$ cat src/rtl/cbi980_axil_master.sv
// Single-outstanding AXI4-Lite manager: one command in, one AXI read or write out, one response back.
// Includes a sticky watchdog that flags a subordinate that stops answering handshakes.
module cbi980_axil_master #(
  parameter int unsigned TIMEOUT = 1024,
  parameter logic [2:0]  PROT    = 3'b000,
  parameter logic [3:0]  CACHE   = 4'b0000
) (
  input  logic        aclk,
  input  logic        arstn,
  input  logic        i_cmd_valid,
  output logic        o_cmd_ready,
  input  logic        i_cmd_we,
  input  logic [31:0] i_cmd_addr,
  input  logic [31:0] i_cmd_wdata,
  input  logic [3:0]  i_cmd_wstrb,
  output logic        o_rsp_valid,
  input  logic        i_rsp_ready,
  output logic [31:0] o_rsp_rdata,
  output logic [1:0]  o_rsp_resp,
  output logic        o_rsp_we,
  output logic        o_hung,
  output logic [31:0] o_awaddr,
  output logic [2:0]  o_awprot,
  output logic [3:0]  o_awcache,
  output logic        o_awvalid,
  input  logic        i_awready,
  output logic [31:0] o_wdata,
  output logic [3:0]  o_wstrb,
  output logic        o_wvalid,
  input  logic        i_wready,
  input  logic [1:0]  i_bresp,
  input  logic        i_bvalid,
  output logic        o_bready,
  output logic [31:0] o_araddr,
  output logic [2:0]  o_arprot,
  output logic [3:0]  o_arcache,
  output logic        o_arvalid,
  input  logic        i_arready,
  input  logic [31:0] i_rdata,
  input  logic [1:0]  i_rresp,
  input  logic        i_rvalid,
  output logic        o_rready
);

  typedef enum logic [2:0] {S_IDLE, S_WADDR, S_WRESP, S_RADDR, S_RDATA, S_RESP} state_t;

  localparam logic [31:0] LP_TO_M1 = TIMEOUT - 32'd1;

  logic [1:0]  r_rst_sync;
  logic        w_rstn;
  state_t      r_state;
  state_t      w_state_nxt;
  logic        w_accept;
  logic        w_wait;
  logic [31:0] r_addr;
  logic [31:0] r_wdata;
  logic [3:0]  r_wstrb;
  logic        r_we;
  logic        r_awvalid;
  logic        r_wvalid;
  logic        r_arvalid;
  logic [31:0] r_rsp_rdata;
  logic [1:0]  r_rsp_resp;
  logic [31:0] r_cnt;
  logic        r_hung;

  // Assert asynchronously, release two clock edges after arstn rises.
  always_ff @(posedge aclk or negedge arstn) begin
    if (!arstn) r_rst_sync <= 2'b00;
    else        r_rst_sync <= {r_rst_sync[0], 1'b1};
  end
  assign w_rstn = r_rst_sync[1];

  assign o_cmd_ready = (r_state == S_IDLE) && w_rstn;
  assign w_accept    = o_cmd_ready && i_cmd_valid;
  assign w_wait      = (r_state == S_WADDR) || (r_state == S_WRESP) ||
                       (r_state == S_RADDR) || (r_state == S_RDATA);

  always_comb begin
    w_state_nxt = r_state;
    case (r_state)
      S_IDLE:  if (w_accept) w_state_nxt = i_cmd_we ? S_WADDR : S_RADDR;
      S_WADDR: if ((!r_awvalid || i_awready) && (!r_wvalid || i_wready)) w_state_nxt = S_WRESP;
      S_WRESP: if (i_bvalid) w_state_nxt = S_RESP;
      S_RADDR: if (i_arready) w_state_nxt = S_RDATA;
      S_RDATA: if (i_rvalid) w_state_nxt = S_RESP;
      S_RESP:  if (i_rsp_ready) w_state_nxt = S_IDLE;
      default: w_state_nxt = S_IDLE;
    endcase
  end

  always_ff @(posedge aclk or negedge w_rstn) begin
    if (!w_rstn) begin
      r_state     <= S_IDLE;
      r_addr      <= '0;
      r_wdata     <= '0;
      r_wstrb     <= '0;
      r_we        <= 1'b0;
      r_awvalid   <= 1'b0;
      r_wvalid    <= 1'b0;
      r_arvalid   <= 1'b0;
      r_rsp_rdata <= '0;
      r_rsp_resp  <= '0;
      r_cnt       <= '0;
      r_hung      <= 1'b0;
    end else begin
      r_state <= w_state_nxt;
      if (w_accept) begin
        r_addr    <= i_cmd_addr;
        r_wdata   <= i_cmd_wdata;
        r_wstrb   <= i_cmd_wstrb;
        r_we      <= i_cmd_we;
        r_awvalid <= i_cmd_we;
        r_wvalid  <= i_cmd_we;
        r_arvalid <= !i_cmd_we;
      end
      // Each valid drops only on its own handshake.
      if (r_awvalid && i_awready) r_awvalid <= 1'b0;
      if (r_wvalid && i_wready)   r_wvalid  <= 1'b0;
      if (r_arvalid && i_arready) r_arvalid <= 1'b0;
      if (r_state == S_WRESP && i_bvalid) begin
        r_rsp_rdata <= '0;
        r_rsp_resp  <= i_bresp;
      end
      if (r_state == S_RDATA && i_rvalid) begin
        r_rsp_rdata <= i_rdata;
        r_rsp_resp  <= i_rresp;
      end
      if (w_state_nxt != r_state)        r_cnt <= '0;
      else if (w_wait && r_cnt != '1)    r_cnt <= r_cnt + 32'd1;
      // Flag only; the FSM keeps waiting so the protocol stays legal.
      if (TIMEOUT != 0 && w_wait && r_cnt == LP_TO_M1) r_hung <= 1'b1;
    end
  end

  assign o_rsp_valid = (r_state == S_RESP);
  assign o_rsp_rdata = r_rsp_rdata;
  assign o_rsp_resp  = r_rsp_resp;
  assign o_rsp_we    = r_we;
  assign o_hung      = r_hung;
  assign o_awaddr    = r_addr;
  assign o_awprot    = PROT;
  assign o_awcache   = CACHE;
  assign o_awvalid   = r_awvalid;
  assign o_wdata     = r_wdata;
  assign o_wstrb     = r_wstrb;
  assign o_wvalid    = r_wvalid;
  assign o_bready    = (r_state == S_WRESP);
  assign o_araddr    = r_addr;
  assign o_arprot    = PROT;
  assign o_arcache   = CACHE;
  assign o_arvalid   = r_arvalid;
  assign o_rready    = (r_state == S_RDATA);

endmodule

$ cat config.mk
export PLATFORM = sky130hd
export DESIGN_NAME = cbi980_axil_master
export DESIGN_NICKNAME = d
export VERILOG_FILES = /design/src/rtl/cbi980_axil_master.sv
export SDC_FILE = /design/constraint.sdc
export NUM_CORES = 1
export LEC_CHECK = 0
export CORE_MARGIN = 1.5
export CORE_UTILIZATION = 34
export CTS_BUF_LIST = sky130_fd_sc_hd__clkbuf_2
export CTS_CLUSTER_SIZE = 24
export DETAILED_ROUTE_END_ITERATION = 16
export GPL_TIMING_DRIVEN = 1
export HOLD_SLACK_MARGIN = 0.05
export PLACE_DENSITY = 0.63
export SLEW_MARGIN = 20
export SYNTH_ARGS = -nofsm -noshare
export SYNTH_HDL_FRONTEND = slang
export SYNTH_SLANG_ARGS = --single-unit
export TNS_END_PERCENT = 5
$ cat constraint.sdc
create_clock -name aclk -period 13 [get_ports aclk]
set_input_delay 2.6 -clock aclk [delete_from_list [all_inputs] [get_ports aclk]]
set_output_delay 2.6 -clock aclk [all_outputs]
set_load 0.05 [all_outputs]
==> impl_metrics.env <==
export IMPL_status="finished, final reports clean"
export IMPL_antenna_found_initial=1
export IMPL_period_needed_ps=6000
export IMPL_pwr_share_comb_pct=59.6
export IMPL_ir_drop_mv=0.156
export IMPL_die_area_sq_um=20000
export IMPL_finalWirelength_um=18100
export IMPL_muxShareOfSynthArea_pct=0.615
export IMPL_fin_worst_skew_ps=37.3
export IMPL_routabilityCongestion=0.781
export IMPL_grt_remaining_overflow=0
export IMPL_switchingPower_w=0.00130
export IMPL_max_stage_delay_ps=1070
export IMPL_cts_root_buf="clkbuf_2"
export IMPL_final_area_sq_um=9250
export IMPL_ant_nets=0
export IMPL_cp_max_fo=69
export IMPL_syn_area_sq_um=6510
export IMPL_die_h_um=141
export IMPL_synth_edf_count=0
export IMPL_cts_htree_levels=4
export IMPL_syn_avg_cell_area_sq_um=9.61
export IMPL_wire_per_inst_um=15.9
export IMPL_ys_types=55
export IMPL_synthArstFlopShare_pct=100
export IMPL_track_usage_pct=18.3
export IMPL_dpl_cell_area_sq_um=8990
export IMPL_cts_setup_buffers=0
export IMPL_rows=50
export IMPL_whs_ps=408
export IMPL_worst_pin_slew_ps=971
export IMPL_setup_slack_ps=7000
export IMPL_hold_path_class="reg2reg"
export IMPL_p_per_area_nw_per_um2=267
export IMPL_pre_cts_ws_ps=7680
export IMPL_vias=5420
export IMPL_first_pass_iters=7
export IMPL_yosysSeqAreaShare_pct=55.4
export IMPL_synth_top_family_by_area="simple AND/OR/NAND/NOR gates"
export IMPL_rsz0062_at_grt="false"
export IMPL_worst_setup_path_type="reg2out"
export IMPL_syn_inst=677
export IMPL_dp_cells=1107
export IMPL_grt_pass1_wl_um=28500
export IMPL_leakage_nw=4.13
export IMPL_fmax_ghz=0.167
export IMPL_ys_seq_elements=144
export IMPL_grt_max_degree=76
export IMPL_p_sw_share_pct=52.7
export IMPL_numCtsBuffers=17
export IMPL_crit_path_top_delay_cell="dfrtp_4"
export IMPL_drv_cap=0
export IMPL_io_pins=271
export IMPL_start_util_pct=34.7
export IMPL_synthAdderAreaFrac_pct=0.192
export IMPL_fin_nets=1007
export IMPL_synthXorXnorAreaFrac_pct=0.673
export IMPL_hold_violations=0
export IMPL_cp_end_kind="output port"
export IMPL_vias_per_cell=4.76
export IMPL_path_cells="nor4b_1 -> clkdlybuf4s50_1"
export IMPL_synth_compound_area_share_pct=11.7
export IMPL_setup_viol=0
export IMPL_fin_tns_setup_ps=0
export IMPL_drive_gt1_share_pct=5.97
export IMPL_clk_insertion_delay_late_ps=690
export IMPL_slew_headroom_pct=35.2
export IMPL_finalCritPeriodShare_pct=46.1
export IMPL_yosysWarnings=0
export IMPL_area_growth_pct=42.2
export IMPL_p_int_w=0.00117
export IMPL_drt_iter0_drc=397
export IMPL_report_final_slew_viol_count=0
export IMPL_synthSimpleGateAreaFrac_pct=23.3
export IMPL_crit_arrival_ps=3400
export IMPL_r2r_cells=5
export IMPL_reg2reg_slack_ps=10080
export IMPL_dp_hpwl_um=12600
export IMPL_numPortBuffers=256
export IMPL_required_ps=10400
export IMPL_holdPathStages=0
export IMPL_grt_pass1_vias=5260
export IMPL_stdcell_count=1139
export IMPL_die_w_um=141
export IMPL_power_share_clock_pct=11.3
export IMPL_synth_flop_cell="dfrtp_1"
export IMPL_route_detailed_drc=0
export IMPL_cts_tree="yes"
export IMPL_core_area_sq_um=18800
export IMPL_cts_sinks=144
export IMPL_cts_buffer_depth=2
export IMPL_post_cts_resized=0
export IMPL_crit_path_start_kind="register"
export IMPL_path_clk_slew_ps=230
export IMPL_seq_power_share_pct=29.1
export IMPL_cts_hold_buf=0
[sequential cells by signal, indices dropped and copies added (netlist names)]
signal,count
o_rsp_we,1
o_hung,1
o_awvalid,1
r_rst_sync,2
o_rsp_resp,2
o_araddr,32
o_wvalid,1
o_wdata,32
o_wstrb,4
r_cnt,32
r_state,3
o_rsp_rdata,32
o_arvalid,1
[kinds of logic after synthesis]
group	count (synthesis)
compound gates	104
xor+xnor	5
flops	144
buf+inv	82
simple gates	335
mux	4
other cells	2
fa+ha+maj	1
[worst paths after layout]
check / from / to
setup / recovery: r_rst_sync[1]$_DFF_PN0_ / o_cmd_ready
hold / removal: r_rst_sync[0]$_DFF_PN0_ / r_rst_sync[1]$_DFF_PN0_
setup reg to reg: r_rst_sync[1]$_DFF_PN0_ / o_arvalid$_DFFE_PN0P_
hold reg to reg: r_rst_sync[0]$_DFF_PN0_ / r_rst_sync[1]$_DFF_PN0_
max in group asynchronous: arstn / r_rst_sync[1]$_DFF_PN0_
min in group asynchronous: r_rst_sync[1]$_DFF_PN0_ / o_rsp_rdata[14]$_DFFE_PN0P_
[cells in the mapped netlist (all sizes together) (3+ instances only)]
cell type / count / share of area, %
dfrtp: 144 / 55
nor3: 5 / 0.38
xor2: 3 / 0.40
clkbuf: 16 / 0.94
o31ai: 14 / 1.7
mux2i: 4 / 0.62
nor4: 6 / 0.67
and4: 3 / 0.40
a22o: 32 / 4.3
nand2: 230 / 13
or3: 13 / 1.2
nor2: 15 / 0.87
or4: 15 / 1.8
and2: 5 / 0.48
buf: 63 / 6.9
nor2b: 3 / 0.29
nand3: 15 / 1.2
inv: 3 / 0.17
a211oi: 3 / 0.42
a21oi: 27 / 2.1
nand4: 7 / 0.67
and3: 8 / 0.77
o21ai: 16 / 1.3
[per-stage QoR]
stage	utilization (%)	power, W
5_1_grt	49.3	0.00260
3_5_place_dp	47.9	0.00221
3_3_place_gp	47.8	0.00220
6_report	49.3	0.00247
4_1_cts	49.3	0.00250
2_1_floorplan	-	0.00175
[layout make-up]
| cell class | instances | area (sq um) |
|---|---|---|
| diodes | 1 | 2.50 |
| clock buffers | 17 | 85.1 |
| clock inverters | 14 | 171 |
| fillers | 1809 | 9520 |
| inverters | 3 | 11.3 |
| multi-input cells | 464 | 2470 |
| flip-flops and latches | 144 | 3610 |
| well taps | 234 | 293 |
| repair buffers | 262 | 2610 |
[per-layer routing]
metal	track usage, %	part of all wire, %
met1	23.5	43
met2	29.3	49
met3	6.28	6.5
met4	5.32	1.8
met5	0	0
[critical path, delay by kind of cell, from the launching register on]
kind | cells | cell delay (ps)
and+or+nand+nor | 1 | 670
buffers and inverters | 1 | 980
DFF | 1 | 1070
[cells in the final DEF (no fill, tap or decap), types with 2 or more instances in the layout]
| master | netlist | final |
|---|---|---|
| clkdlybuf4s50_1 | 0 | 256 |
| nand2_1 | 230 | 229 |
| dfrtp_1 | 144 | 143 |
| a22o_1 | 32 | 32 |
| a21oi_1 | 27 | 27 |
| clkbuf_2 | 1 | 17 |
| nor2_1 | 15 | 15 |
| o21ai_0 | 15 | 15 |
| nand3_1 | 15 | 15 |
| conb_1 | 2 | 15 |
| or4_1 | 14 | 14 |
| or3_1 | 13 | 13 |
| o31ai_1 | 13 | 13 |
| and3_1 | 8 | 8 |
| nand4_1 | 7 | 7 |
| buf_4 | 50 | 6 |
| nor4_1 | 5 | 5 |
| mux2i_1 | 4 | 4 |
| nor3_1 | 5 | 4 |
| and2_1 | 5 | 4 |
| clkinv_4 | 0 | 4 |
| inv_6 | 0 | 4 |
| inv_1 | 3 | 3 |
| and4_1 | 3 | 3 |
| xor2_1 | 3 | 3 |
| inv_8 | 0 | 3 |
| nor2b_1 | 3 | 2 |
| or3b_2 | 2 | 2 |
| xnor2_1 | 2 | 2 |
| a211oi_1 | 2 | 2 |
| bufinv_16 | 0 | 2 |
[power groups by stage]
| stage | combinational, W | clock [W] | sequential (W) |
|---|---|---|---|
| after global placement | 0.00147 | 0 | 0.000727 |
| after floorplan | 0.000537 | 0 | 0.00122 |
| after CTS | 0.00148 | 0.000290 | 0.000721 |
| after global routing | 0.00154 | 0.000312 | 0.000744 |
| after detailed placement | 0.00148 | 0 | 0.000725 |
| final | 0.00147 | 0.000279 | 0.000719 |
Note: power is estimated with default switching activity, not from simulation.
